==> src/rtl/param_updown_counter.sv <==
// Parametrised up/down modulo counter with parallel load, synchronous clear,
// wrap or saturate behaviour at the bounds, and terminal-count/boundary flags.
module param_updown_counter #(
    parameter int unsigned     WIDTH     = 4,
    parameter longint unsigned MOD_VAL   = 16,
    parameter bit              SATURATE  = 1'b0,
    parameter longint unsigned RESET_VAL = 0
) (
    input  logic             clk,
    input  logic             rst,
    input  logic             en,
    input  logic             up_dn,
    input  logic             clr,
    input  logic             load,
    input  logic [WIDTH-1:0] load_val,
    output logic [WIDTH-1:0] count,
    output logic             tc,
    output logic             wrap,
    output logic             ovf_sticky
);

    // One extra bit so MOD_VAL == 2**WIDTH is representable.
    localparam int unsigned EW = WIDTH + 1;
    localparam logic [EW-1:0]    MOD_EXT = EW'(MOD_VAL);
    localparam logic [EW-1:0]    MAX_EXT = EW'(MOD_VAL - 64'd1);
    localparam logic [WIDTH-1:0] MAX_W   = WIDTH'(MOD_VAL - 64'd1);
    localparam logic [WIDTH-1:0] RST_W   = WIDTH'(RESET_VAL);

    if (WIDTH < 1 || WIDTH > 32) begin : g_bad_width
        $error("param_updown_counter: WIDTH must be 1..32");
    end
    if (MOD_VAL < 2 || MOD_VAL > (64'd1 << WIDTH)) begin : g_bad_mod
        $error("param_updown_counter: MOD_VAL must be 2..2**WIDTH");
    end
    if (RESET_VAL >= MOD_VAL) begin : g_bad_reset
        $error("param_updown_counter: RESET_VAL must be below MOD_VAL");
    end

    logic [WIDTH-1:0] count_q, count_d;
    logic             wrap_q, wrap_d;
    logic             ovf_q, ovf_d;
    logic [EW-1:0]    count_ext;
    logic [EW-1:0]    load_ext;
    logic             at_top;
    logic             at_bot;

    assign count_ext = {1'b0, count_q};
    assign load_ext  = {1'b0, load_val};
    assign at_top    = (count_ext >= MAX_EXT);
    assign at_bot    = (count_q == '0);

    // Next-state: clr beats load beats en; a step past either bound is a boundary event.
    always_comb begin
        count_d = count_q;
        wrap_d  = 1'b0;
        ovf_d   = ovf_q;
        if (clr) begin
            count_d = RST_W;
            ovf_d   = 1'b0;
        end else if (load) begin
            count_d = (load_ext >= MOD_EXT) ? MAX_W : load_val;
        end else if (en) begin
            if (up_dn) begin
                if (!at_top) begin
                    count_d = WIDTH'(count_ext + EW'(1));
                end else begin
                    count_d = SATURATE ? MAX_W : '0;
                    wrap_d  = 1'b1;
                    ovf_d   = 1'b1;
                end
            end else begin
                if (!at_bot) begin
                    count_d = WIDTH'(count_ext - EW'(1));
                end else begin
                    count_d = SATURATE ? '0 : MAX_W;
                    wrap_d  = 1'b1;
                    ovf_d   = 1'b1;
                end
            end
        end
    end

    always_ff @(posedge clk or posedge rst) begin
        if (rst) begin
            count_q <= RST_W;
            wrap_q  <= 1'b0;
            ovf_q   <= 1'b0;
        end else begin
            count_q <= count_d;
            wrap_q  <= wrap_d;
            ovf_q   <= ovf_d;
        end
    end

    assign count      = count_q;
    assign wrap       = wrap_q;
    assign ovf_sticky = ovf_q;
    // Terminal count looks at the bound in the current direction, no latency.
    assign tc         = up_dn ? at_top : at_bot;

endmodule
==> config.mk <==
export PLATFORM = sky130hd
export DESIGN_NAME = param_updown_counter
export DESIGN_NICKNAME = d
export VERILOG_FILES = /design/src/rtl/param_updown_counter.sv
export SDC_FILE = /design/constraint.sdc
export NUM_CORES = 1
export LEC_CHECK = 0
export CAP_MARGIN = 5
export CORE_AREA = 2 2 39 41
export DETAILED_ROUTE_END_ITERATION = 7
export DIE_AREA = 0 0 41 43
export PLACE_DENSITY_LB_ADDON = 0.2
export REMOVE_ABC_BUFFERS = 1
export SKIP_CTS_REPAIR_TIMING = 1
export SYNTH_ARGS = -nofsm -noshare
export SYNTH_HDL_FRONTEND = slang
export SYNTH_SLANG_ARGS = --single-unit
==> constraint.sdc <==
create_clock -name clk -period 1.76 [get_ports clk]
set_input_delay 0.528 -clock clk [delete_from_list [all_inputs] [get_ports clk]]
set_output_delay 0.528 -clock clk [all_outputs]
set_load 0.05 [all_outputs]
# Word level (Yosys, flattened, before mapping)
# Cells that the tools add are included.
# word_totals
in_bits,10
out_inout_bits,7
ff_bits,6
elab_cells,34
# classes
order_cmp,2
mux,20
n_reduce_logical,5
n_eq_ne,2
add_sub_neg,2
# ops
operator,count
4-bit two-way mux,7
1-bit two-way mux,13
3-bit nonzero test,2
4-bit by 5-bit greater-or-equal comparator with 1-bit output (second input constant),1
4-bit by 1-bit adder with 4-bit output (second input constant),1
4-bit greater-or-equal comparator (second input constant),1
4-bit logical NOT,1
4-bit AND reduction,1
4-bit by 1-bit subtractor with 4-bit output (second input constant),1
3-bit by 1-bit != test with 1-bit output (second input constant),1
2-bit != test (second input constant),1
2-bit nonzero test,1

# Logic depth before layout (Yosys ltp)
# depth
depth_word,6
mapped_depth,6
mapped_depth_nobuf,6

# Least setup slack after synthesis
# No wires, ideal clock.
# synth_path
path_type,register to output
start,"register count_q[1], in the netlist count[1]"
end,output port tc
path_stages_with_launch,5
t_arrival_ns,1.800
t_required_ns,1.232
n_path_buf,0
setup_slack_ns,-0.568
path_cell_list,dfrtp_1 inv_1 ha_1 nand2b_4 o31ai_2
# synth_via
elab_chain_cells,2
word_cells_on_any_way,3
classes_between,1 x order compare; 1 x mux; 1 x reduce/logical
# synth_rtl
item,line_no,text
start: declaration,39,"logic [WIDTH-1:0] count_q, count_d;"
start signal: assignment,89,count_q <= count_d;
4-bit greater-or-equal comparator / 4-bit logical NOT (equally long branches),"49, 50",
1-bit two-way mux *,99,assign tc = up_dn ? at_top : at_bot;
end: declaration,17,"output logic tc,"
# Every way passes the cells marked *; elsewhere a longest branch is shown, timed or not.

# Worst setup path in the final report
# Ends and elaborated chain as after synthesis.

==> qor.txt <==
Top Ports: 17
clock latency on the worst-skew pair: 0.24 ns
clock tree buffer depth: 2
drt pass-1 iters: 4
PD cells: 605 nW/µm²
clock power share: 0.237
Final min period: 1.95 ns
Net Sw Frac: 0.329
CTS tree: yes
Yosys cell types: 26
Setup Viol. Count Final: 1
antenna violations before repair: 0
Post-DP Area: 787 µm²
max cap viols: 0
Port Buffer Count: 16
failing checks: setup timing
CTS Sinks: 6
grt ovf: 0
H-tree depth: 1
layout cells sized above 1: 0.437
Synth Flop Type: dfrtp_1
Root Buffer: clkbuf_4
most frequent cells in the layout: buf_4 (17), clkdlybuf4s50_1 (8), a21oi_1 (6), dfrtp_1 (6), buf_12 (6)
vias in the first global route: 497
crit-path most repeated cell: buf_6
Hold Path Class: input pin to asynchronous set/reset pin
post-synthesis async set-or-reset flop share: 1.00
WP data required: 1.23 ns
leak pwr: 0.406 nW
Syn Area/Cell: 8.78 µm²
Cell Rows: 14
combinational power share: 0.468
clock skew: 0.00264 ns
Rel. slew slack: 0.830
Final Hold Fails: 0
critical path data arrival time: 1.43 ns
Tot GR Track Use: 0.169
status: complete, but fails checks
routed vias/inst: 4.87
register bit total from synthesis: 6
Nets: 101
Sw Pwr: 0.000176 W
Final Cycle Share: 1.11
Chip Width: 41 µm
Sum Neg Setup Slack: -0.194 ns
Post-synth EDFFs: 0
setup ws final: -0.194 ns
Mapped Cells: 51
critical path type: flop to primary output
n_diodes: 0
Area Overhead vs Synth: 97.2%
post-route cell area: 883 µm²
Detailed Place HPWL: 957 µm
first-pass GRT wire length: 2020 µm
Buf+Inv Stages, Crit Path: 3
largest net degree at the start of global routing: 7
worst slew pin tran: 0.255 ns
Critical Path Slowest Stage Cell: dfrtp_1
unrepaired setup endpoints after global routing: true
total chip power: 0.000535 W
flop-to-flop setup slack: 0.15 ns
fin. max-slew vios: 0
Core Area: 1380 µm²
critical-path cell list: buf_6 > ha_4 > nand4_1 > o31ai_4 > buf_6 > buf_12
Max VDD drop: 0.000430 V
delay-heaviest family, CP: flip-flops
DRT iter0 DRCs: 6
gpl congestion: 0.729
drt drc: 0
hold_ws: 0.507 ns
Syn Std Cell Area: 448 µm²
sequential area share after synthesis: 0.335
crit start category: flop
yosys warns: 0
Peak Freq: 512 MHz
final wirelength: 1290 µm
per-cell routed wire length: 12.5 µm
DR vias: 502
clock-pin slew on the worst setup and hold paths: 0.05 ns
Initial Utilization: 0.324
CTS Buf Count: 3
Die ar.: 1760 µm²
die height: 43 µm
CP endpoint kind: primary output
Seq pwr share: 0.296
Critical Path Fanout Max: 3
commonest non-fill, non-tap cell in the layout: buf_4
Final ANT Viol Nets: 0
CP peak stage delay: 0.42 ns
cell internal pwr: 0.000359 W
-- Yosys cell counts, drive strengths merged, types with 2 or more instances --
cell,number,area share
a21oi,6,0.067
dfrtp,6,0.34
ha,2,0.056
inv,8,0.067
nand2,2,0.017
nand2b,2,0.061
nand4,2,0.028
nor2,2,0.017
o21ai,5,0.056
xnor2,2,0.039
-- kinds of logic after synthesis --
logic type / share of synthesized area
flops: 0.335
buf+inv: 0.0754
xor+xnor: 0.0391
compound gates: 0.260
mux: 0.0223
simple gates: 0.212
fa+ha+maj: 0.0559
-- power by group through the flow --
stage / clock, W / sequential, W / combinational [W]
final: 0.000126 / 0.000158 / 0.000250
after detailed placement: 0 / 0.000159 / 0.000224
after global placement: 0 / 0.000158 / 0.000223
after global routing: 0.000135 / 0.000159 / 0.000268
after floorplan: 0 / 0.000192 / 0.0000686
after CTS: 0.000133 / 0.000157 / 0.000226
-- cell type report --
class,instances,area (µm²)
fillers,117,500
flip-flops and latches,6,150
inverters,8,30.0
multi-input cells,36,298
clock buffers,3,22.5
repair buffers,34,363
well taps,16,20.0
-- sequential cells by signal, indices dropped and copies added, names as in the netlist --
name and cells:
ovf_sticky 1, count 4, wrap 1
-- worst paths after layout --
path                       depth (start not counted)                     end                   start
max reg2reg                                        7    count[0]$_DFFE_PP0P_    count[1]$_DFFE_PP0P_
min in group clk                                   2  ovf_sticky$_DFFE_PP0P_  ovf_sticky$_DFFE_PP0P_
min reg2reg                                        2  ovf_sticky$_DFFE_PP0P_  ovf_sticky$_DFFE_PP0P_
max in group asynchronous                          2  ovf_sticky$_DFFE_PP0P_                     rst
min                                                2    count[3]$_DFFE_PP0P_                     rst
max                                                6                      tc    count[1]$_DFFE_PP0P_
-- routing by layer --
metal | vias to the layer above | global-route usage | wire [µm]
li1 | 255 | - | -
met1 | 230 | 0.224 | 549
met5 | - | 0 | 0
met4 | 0 | 0.0800 | 6
met3 | 2 | 0.0209 | 55
met2 | 15 | 0.259 | 674
-- metrics by stage --
stage          utilization  setup WS (ns)  std cells
3_3_place_gp         0.569         -0.388         96
2_1_floorplan            -         -0.568         50
6_report             0.638         -0.194        103
3_5_place_dp         0.569         -0.413         96
5_1_grt              0.638         -0.237        103
4_1_cts              0.585         -0.431         99
(Power assumes the default switching activity.)
